--- src/rtl/rr_reg_arbiter.sv ---
// ============================================================================
// Module      : rr_reg_arbiter
// Description : Round-robin arbiter sequencing writes from N_REQ requesters
//               into one shared WIDTH-bit register. Optional grant locking
//               is enabled by defining RR_REG_ARBITER_LOCK_EN.
// Revision    : 1.0 - initial release
// ============================================================================
`default_nettype none

module rr_reg_arbiter #(
    parameter int N_REQ = 4,
    parameter int WIDTH = 8,
    parameter int SRC_W = $clog2(N_REQ)
) (
    input  logic                   clk,
    input  logic                   reset,
    input  logic                   en,
    input  logic [N_REQ-1:0]       req_valid,
    input  logic [N_REQ*WIDTH-1:0] req_data,
    input  logic [N_REQ-1:0]       req_lock,
    output logic [N_REQ-1:0]       req_ready,
    output logic [WIDTH-1:0]       q,
    output logic [SRC_W-1:0]       q_src,
    output logic                   q_upd,
    output logic                   busy
);

    localparam logic [SRC_W-1:0] c_LAST = SRC_W'(N_REQ - 1);

    logic [SRC_W-1:0] r_rr_ptr;
    logic [WIDTH-1:0] r_q;
    logic [SRC_W-1:0] r_q_src;
    logic             r_q_upd;

    logic             w_found;
    logic [SRC_W-1:0] w_gidx;
    logic [SRC_W-1:0] w_gidx_inc;
    logic [N_REQ-1:0] w_ready;
    logic             w_xfer;
    logic [SRC_W:0]   v_sum;
    logic [SRC_W-1:0] v_cand;

`ifdef RR_REG_ARBITER_LOCK_EN
    localparam logic [0:0] c_IDLE   = 1'b0;
    localparam logic [0:0] c_LOCKED = 1'b1;

    logic [0:0]       r_state;
    logic [SRC_W-1:0] r_owner;
`else
    logic w_unused_lock;
    assign w_unused_lock = ^req_lock;
`endif

    // First valid index at or after r_rr_ptr, wrapping modulo N_REQ
    always_comb begin
        w_found = 1'b0;
        w_gidx  = '0;
        v_sum   = '0;
        v_cand  = '0;
        for (int k = 0; k < N_REQ; k++) begin
            v_sum = {1'b0, r_rr_ptr} + (SRC_W+1)'(k);
            if (v_sum >= (SRC_W+1)'(N_REQ))
                v_sum = v_sum - (SRC_W+1)'(N_REQ);
            v_cand = v_sum[SRC_W-1:0];
            if (!w_found && req_valid[v_cand]) begin
                w_found = 1'b1;
                w_gidx  = v_cand;
            end
        end
`ifdef RR_REG_ARBITER_LOCK_EN
        if (r_state == c_LOCKED) begin
            w_found = req_valid[r_owner];
            w_gidx  = r_owner;
        end
`endif
    end

    always_comb begin
        w_ready = '0;
        if (en && !reset && w_found)
            w_ready[w_gidx] = 1'b1;
    end

    assign w_xfer     = en && !reset && w_found;
    assign w_gidx_inc = (w_gidx == c_LAST) ? '0 : w_gidx + 1'b1;

    always_ff @(posedge clk) begin
        if (reset) begin
            r_rr_ptr <= '0;
            r_q      <= '0;
            r_q_src  <= '0;
            r_q_upd  <= 1'b0;
        end else if (w_xfer) begin
            r_q     <= req_data[w_gidx*WIDTH +: WIDTH];
            r_q_src <= w_gidx;
            r_q_upd <= 1'b1;
`ifdef RR_REG_ARBITER_LOCK_EN
            // Pointer is frozen while locked; it moves on when the owner releases
            if (!req_lock[w_gidx])
                r_rr_ptr <= w_gidx_inc;
`else
            r_rr_ptr <= w_gidx_inc;
`endif
        end else begin
            r_q_upd <= 1'b0;
        end
    end

`ifdef RR_REG_ARBITER_LOCK_EN
    always_ff @(posedge clk) begin
        if (reset) begin
            r_state <= c_IDLE;
            r_owner <= '0;
        end else if (w_xfer) begin
            if (req_lock[w_gidx]) begin
                r_state <= c_LOCKED;
                r_owner <= w_gidx;
            end else begin
                r_state <= c_IDLE;
            end
        end
    end

    assign busy = (r_state == c_LOCKED);
`else
    assign busy = 1'b0;
`endif

    assign req_ready = w_ready;
    assign q         = r_q;
    assign q_src     = r_q_src;
    assign q_upd     = r_q_upd;

endmodule

`default_nettype wire

--- config.mk ---
export PLATFORM = sky130hd
export DESIGN_NAME = rr_reg_arbiter
export DESIGN_NICKNAME = d
export VERILOG_FILES = /design/src/rtl/rr_reg_arbiter.sv
export SDC_FILE = /design/constraint.sdc
export NUM_CORES = 1
export LEC_CHECK = 0
export BUFFER_PORTS_ARGS = -buffer_cell sky130_fd_sc_hd__buf_2
export CAP_MARGIN = 30
export CORE_ASPECT_RATIO = 1.1
export CORE_MARGIN = 2
export CORE_UTILIZATION = 42
export DETAILED_ROUTE_END_ITERATION = 8
export PLACE_DENSITY_LB_ADDON = 0.3
export RECOVER_POWER = 50
export SYNTH_ARGS = -nofsm -noshare
export SYNTH_HDL_FRONTEND = slang
export SYNTH_SLANG_ARGS = --single-unit
--- constraint.sdc ---
create_clock -name clk -period 2.3 [get_ports clk]
set_input_delay 0.23 -clock clk [delete_from_list [all_inputs] [get_ports clk]]
set_output_delay 0.23 -clock clk [all_outputs]
set_load 0.1 [all_outputs]
==> reports/metrics.yaml, run 1 <==
status:
  status: "completed"
sta:
  skew_ps: 8.34
  tightest_slew_ps: 1180
  hold_viol_final: 0
  max-slew-margin-rel_pct: 21.8
  fin_crit_ps: 2160
  fin_tns_setup_ps: 0
  period_share_pct: 93.8
  whs_ps: 255
  slew_violations: 0
  finalSetupViolCount: 0
  rsz0062_at_grt: "false"
  max_freq_mhz: 463
power_and_ir_drop:
  power_density_mw_per_mm2: 709
  power_uw: 772
  vdd_ir_drop_max_mv: 0.427
  leakage_uw: 0.000501
worst_setup_path:
  arrival_ps: 1930
  cp_data_required_time_ps: 2070
  crit_chain: "nand2b_1, a21oi_1, a211oi_4, nand2b_1, nor2_1, clkbuf_4"
  rr_worst_depth: 6
  cp-end-kind: "output port"
  worstPathMaxFanout: 6
  r2r_end: "q[4]"
  slowest_delay_ps: 350
  startpoint_type: "flip-flop"
  worst-setup-path-type: "flip-flop to output port"
  reg2reg_slack_ps: 490
  timing.critical_path.mode_cell: "nand2b_1"
  crit_slowest_cell: "clkbuf_4"
  reg2reg_from: "r_rr_ptr[1]"
placed_design:
  place_area_mm2: 0.00107
  placed_cells: 154
  place_congestion: 0.741
  port_buffers: 53
  dp_hpwl_um: 1640
routing:
  drtPass1Iterations: 4
  via_per_inst: 5.35
  ant_nets: 0
  drc_errors: 0
  avgRoutedWirePerCell_um: 13.4
  vias: 846
  routed_wl_um: 2110
  drtIter0Drc: 11
global_routing:
  grt_pass1_vias: 836
  overflow: 0
  grt_pass1_wl_um: 3370
  gr-usage-all-layers_pct: 20.0
  grt_max_degree: 14
  antenna_found_initial: 0
clock_tree:
  cts_post_setup_buffers_inserted: 0
  clock-root-buffer: "clkbuf_4"
  clk_path_buf_depth: 2
  tritoncts: "yes"
  clk_latency_ps: 280
  htree_levels: 1
  path_clk_slew_ps: 90
  numCtsBuffers: 3
  hold_buffers: 0
  cts.sinks: 13
floorplan:
  rows: 16
  pin_count: 59
  core_area_mm2: 0.00180
  die_y_um: 49.9
  initial_core_util_pct: 44.7
  fp.dieW_um: 45.8
  die_area_mm2: 0.00229
yosys:
  async_reset_ff_share_pct: 0
  synth-edff-count: 0
  synth_seq_area_share_pct: 32.3
  synth_top_area_cell: "dfxtp_1"
  synth-seq-cells: 13
  synth.avg_cell_area_um2: 9.37
  synthTopCellsByCount: "mux2i_1, dfxtp_1, nand3b_1, nor2_1, o221ai_1"
  synth_area_um2: 806
  synth_ff_type: "dfxtp_1"
  synth.most_common_cell: "mux2i_1"
  yosysTopAreaCellShare_pct: 32.3
  syn-num-nets: 129
  ys_types: 26
  synth-warning-count: 0
  syn_inst: 86
  synth_area_leaders: "dfxtp_1, mux2i_1, o221ai_1"
hold_path:
  hp-class: "primary input to flip-flop"
  holdCritStartpoint: "en"
  min_path_cells: 3
  hold_end: "q_upd"
cells_and_area:
  final_cell_count_no_fill: 158
  diodes: 0
  multi_input_area_um2: 480
  finalInstanceArea_mm2: 0.00109
  fin_nets: 184
  seqCellArea_um2: 260
  syn_to_final_growth_pct: 35.1
  filler_cell_count: 175
  drive_above_1_share_pct: 37.9
flow_run:
  drv_cap: 0
## metrics by stage
step           util (%)  setup WS [ps]
2_1_floorplan         -           -247
3_5_place_dp       59.6            332
6_report           60.4            142
3_3_place_gp       59.6            387
5_1_grt            60.4           33.3
4_1_cts            61.0           85.1
## registers in the layout, indices dropped and copies added, names as in the netlist
signal and count:
q 8, q_src 2, r_rr_ptr 2, q_upd 1
## power by group
part	switching, uW	leakage [uW]	total, uW	internal [uW]
logic	269	0.000379	365	96.1
registers	15.2	0.000107	264	249
clock network	75.9	0.0000150	143	67.2
## cell usage in the layout, fill, tap and decap left out
cell type  synthesis  layout
buf_2              2      38
mux2i_1           16      16
dfxtp_1           13      13
clkbuf_1           1      12
nand3b_1           8       8
o221ai_1           8       8
nor2_1             8       7
clkbuf_4           0       7
inv_1              4       4
a21oi_1            4       4
nand2_1            4       4
nand2b_1           3       3
buf_4              1       3
nor2b_1            1       1
a21o_1             1       1
o22a_2             1       1
o22ai_1            1       1
a211oi_4           1       1
o41ai_1            1       1
nand2_2            1       1
nor2_2             0       1
a31oi_1            1       1
a211oi_1           1       1
xnor2_1            1       1
a211oi_2           1       1
conb_1             1       1
## critical path: cells and delay by family, from the launching register on
kind / cells / cell delay, ps
flops: 1 / 340
buf+inv: 1 / 350
simple gates: 3 / 600
compound gates: 2 / 350
## how the worst max path moves through the flow
stage,cells after the start,start,slack [ps],endpoint
6_report,6,r_rr_ptr[0],140,req_ready[2]
3_3_place_gp,7,req_valid[2],390,req_ready[1]
4_1_cts,6,r_rr_ptr[0],90,req_ready[2]
2_1_floorplan,6,r_rr_ptr[0],-250,req_ready[0]
3_5_place_dp,7,req_valid[1],330,req_ready[2]
5_1_grt,6,r_rr_ptr[0],30,req_ready[1]
## routing by layer
metal  GRT usage [%]  wire [um]  vias up
li1                -          -      424
met1            23.4        829      377
met2            34.5       1090       43
met3            5.49        181        2
met4            5.71         13        0
met5               0          0        -
## timing repair
action,in CTS,in global routing
gates resized for setup,0,4
endpoints found under the setup margin,0,4
endpoints found under the hold margin,0,0
## cell type report
| class | instances | area share, % |
|---|---|---|
| sequential | 13 | 23.9 |
| multi-input combinational | 63 | 44.1 |
| clock buffer | 4 | 2.41 |
| inverter | 4 | 1.38 |
| tap | 18 | 2.07 |
| timing repair buffer | 56 | 26.1 |
## logic make-up after synthesis
| logic type | after synthesis | share of synthesized area [%] |
|---|---|---|
| AND/OR/NAND/NOR | 25 | 16.9 |
| AO/OA/AOI/OAI | 20 | 21.0 |
| multiplexers | 16 | 19.9 |
| flip-flops | 13 | 32.3 |
| buffers and inverters | 10 | 8.38 |
| XOR/XNOR | 1 | 1.09 |
| other | 1 | 0.465 |
No activity file was read; power rests on OpenSTA's default activity.
==> run 2, diff against run 1 <==
CORE_MARGIN = unset   (was 2)
==> run 2 against run 1 <==
Net effect:
- the run now ends with DRC left
- die area decreased by 8.2%
- largest power group unchanged
- global-route usage decreased by 0.55 points
- combinational power about the same
- critical path type unchanged
- utilization increased by 1.7 points
- sequential power about the same
- worst hold slack improved by 16 ps
- critical path depth unchanged
- count of clock-buffer cells in the layout unchanged
- flip-flop and latch count unchanged
- first-iteration DRC count increased by 9.1%
- largest cell class unchanged
==> reports/metrics.yaml, run 2 (synthesized netlist as in run 1, its figures left out) <==
floorplan:
  core_area_mm2: 0.00178  # -1.1%
  die_area_mm2: 0.00210  # -8.2%
  fp.dieW_um: 43.8  # -4.4%
  pin_count: 59  # unchanged
  initial_core_util_pct: 45.2  # +0.50 points
  rows: 16  # unchanged
  die_y_um: 47.9  # -4.0%
hold_path:
  hp-class: "primary input to flip-flop"
power_and_ir_drop:
  power_density_mw_per_mm2: 700  # -1.4%
  leakage_uw: 0.000509  # +1.6%
  power_uw: 774  # +0.19%
  vdd_ir_drop_max_mv: 0.426  # -0.44%
cells_and_area:
  diodes: 0  # unchanged
  largest_reg_flops: 8  # unchanged
  drive_above_1_share_pct: 38.3  # +0.44 points
  final_cell_mix: "buf_2, mux2i_1, dfxtp_1"
  layout_commonest_cell: "buf_2"
  fin_nets: 185  # +0.54%
  filler_cell_count: 161  # -8.0%
  syn_to_final_growth_pct: 37.3
  seqCellArea_um2: 260  # unchanged
  final_util_pct: 62.1  # +1.7 points
  multi_input_area_um2: 480  # unchanged
  final_cell_count_no_fill: 159  # +0.63%
placed_design:
  dp_hpwl_um: 1610  # -2.1%
  placed_cells: 155  # +0.65%
  place_congestion: 0.709  # -4.3%
  port_buffers: 53  # unchanged
worst_setup_path:
  slowest_delay_ps: 390  # +40 ps
  startpoint_type: "flip-flop"
  reg2reg_from: "r_rr_ptr[1]"
  timing.critical_path.mode_cell: "nand2b_1"
  crit_chain: "nand2b_1, a21oi_1, a211oi_4, nand2b_1, nor2_1, clkbuf_4"
  critPathTopFamily: "simple AND/OR/NAND/NOR gates"
  arrival_ps: 1880  # -50 ps
  worstPathMaxFanout: 6  # unchanged
  reg2reg_slack_ps: 520  # +30 ps
  startpoint: "r_rr_ptr[0]"
  path_depth: 6  # unchanged
  worst-setup-path-type: "flip-flop to output port"
  crit_slowest_cell: "dfxtp_1"
  rr_worst_depth: 6  # unchanged
  cp_data_required_time_ps: 2070  # about the same
  cp-end-kind: "output port"
  cp-endpoint: "req_ready[0]"
  crit_buf_inv: 1  # unchanged
  r2r_end: "q[1]"
flow_run:
  drv_cap: 0  # unchanged
global_routing:
  grt_use_met2_pct: 36.4  # +1.9 points
  overflow: 0  # unchanged
  grt_max_degree: 14  # unchanged
  gr-usage-all-layers_pct: 19.5  # -0.55 points
  grt_pass1_vias: 780  # -6.7%
  grt_use_met1_pct: 20.8  # -2.6 points
  grtUsageMet3_pct: 4.53  # -0.97 points
  grt_pass1_wl_um: 3000  # -11%
  antenna_found_initial: 0  # unchanged
  busiest_layer: "met2"
clock_tree:
  tritoncts: "yes"
  cts_post_setup_buffers_inserted: 0  # unchanged
  numCtsBuffers: 3  # unchanged
  clock-root-buffer: "clkbuf_4"
  clk_latency_ps: 270  # about the same
  htree_levels: 1  # unchanged
  path_clk_slew_ps: 80  # about the same
  cts.sinks: 13  # unchanged
  clk_path_buf_depth: 2  # unchanged
status:
  status: "complete, but fails checks"
  violations: "DRC"
sta:
  period_share_pct: 91.9  # -1.9 points
  skew_ps: 3.46  # -4.88 ps
  finalSetupViolCount: 0  # unchanged
  fin_crit_ps: 2110  # -43.3 ps
  slew_violations: 0  # unchanged
  hold_viol_final: 0  # unchanged
  rsz0062_at_grt: "false"
  max_freq_mhz: 473  # +2.0%
  max-slew-margin-rel_pct: 20.8  # -1.0 points
  tightest_slew_ps: 1190  # +15.1 ps
  fin_tns_setup_ps: 0  # unchanged
routing:
  ant_nets: 0  # unchanged
  routed_wl_um: 2160  # +2.0%
  drc_errors: 4  # +4
  drtPass1Iterations: 6  # +2
  drtIter0Drc: 12  # +1
  vias: 854  # +0.95%
  avgRoutedWirePerCell_um: 13.6  # +1.4%
  via_per_inst: 5.37  # +0.31%
## run 2: through the flow
stage	hold WS, ps	instance area (um2)	setup slack, ps
floorplan	335	808	-247
global placement	443	1100	432
detailed placement	455	1100	397
CTS	235	1120	117
global route	273	1110	28.7
finish	271	1110	185
## run 2: per-layer routing
metal / routed length, um / vias to the layer above
met4: 13 / 0
met3: 112 / 2
met2: 1150 / 34
met5: 0 / -
met1: 877 / 394
li1: - / 424
## run 2: worst min-delay path by stage
stage	start	to	slack (ps)	cells past startpoint
floorplan	reset	q_upd	340	1
global placement	q_src[0]	q_src[0]	440	2
detailed placement	q_src[1]	q_src[1]	460	2
CTS	en	q_upd	230	3
global route	reset	r_rr_ptr[1]	270	2
finish	req_data[6]	q[6]	270	3
## run 2: cell type report
class | instances | share of cell area [%]
flip-flops and latches | 13 | 23.5
multi-input cells | 63 | 43.4
repair buffers | 57 | 27.3
well taps | 18 | 2.04
inverters | 4 | 1.36
clock buffers | 4 | 2.38
## run 2: tightest hold or removal path: stages
cell and delay (ps):
buf_2 70, mux2i_1 60, o221ai_1 150
## run 2: repair_timing
| action | CTS | global route |
|---|---|---|
| gates resized for setup | 0 | 2 |
| setup endpoints to repair | 0 | 2 |
| hold buffers | 0 | 0 |
## run 2: where the power goes
group | switching, uW | internal [uW]
sequential | 15.6 | 249
clock | 74.8 | 67.0
combinational | 269 | 98.3
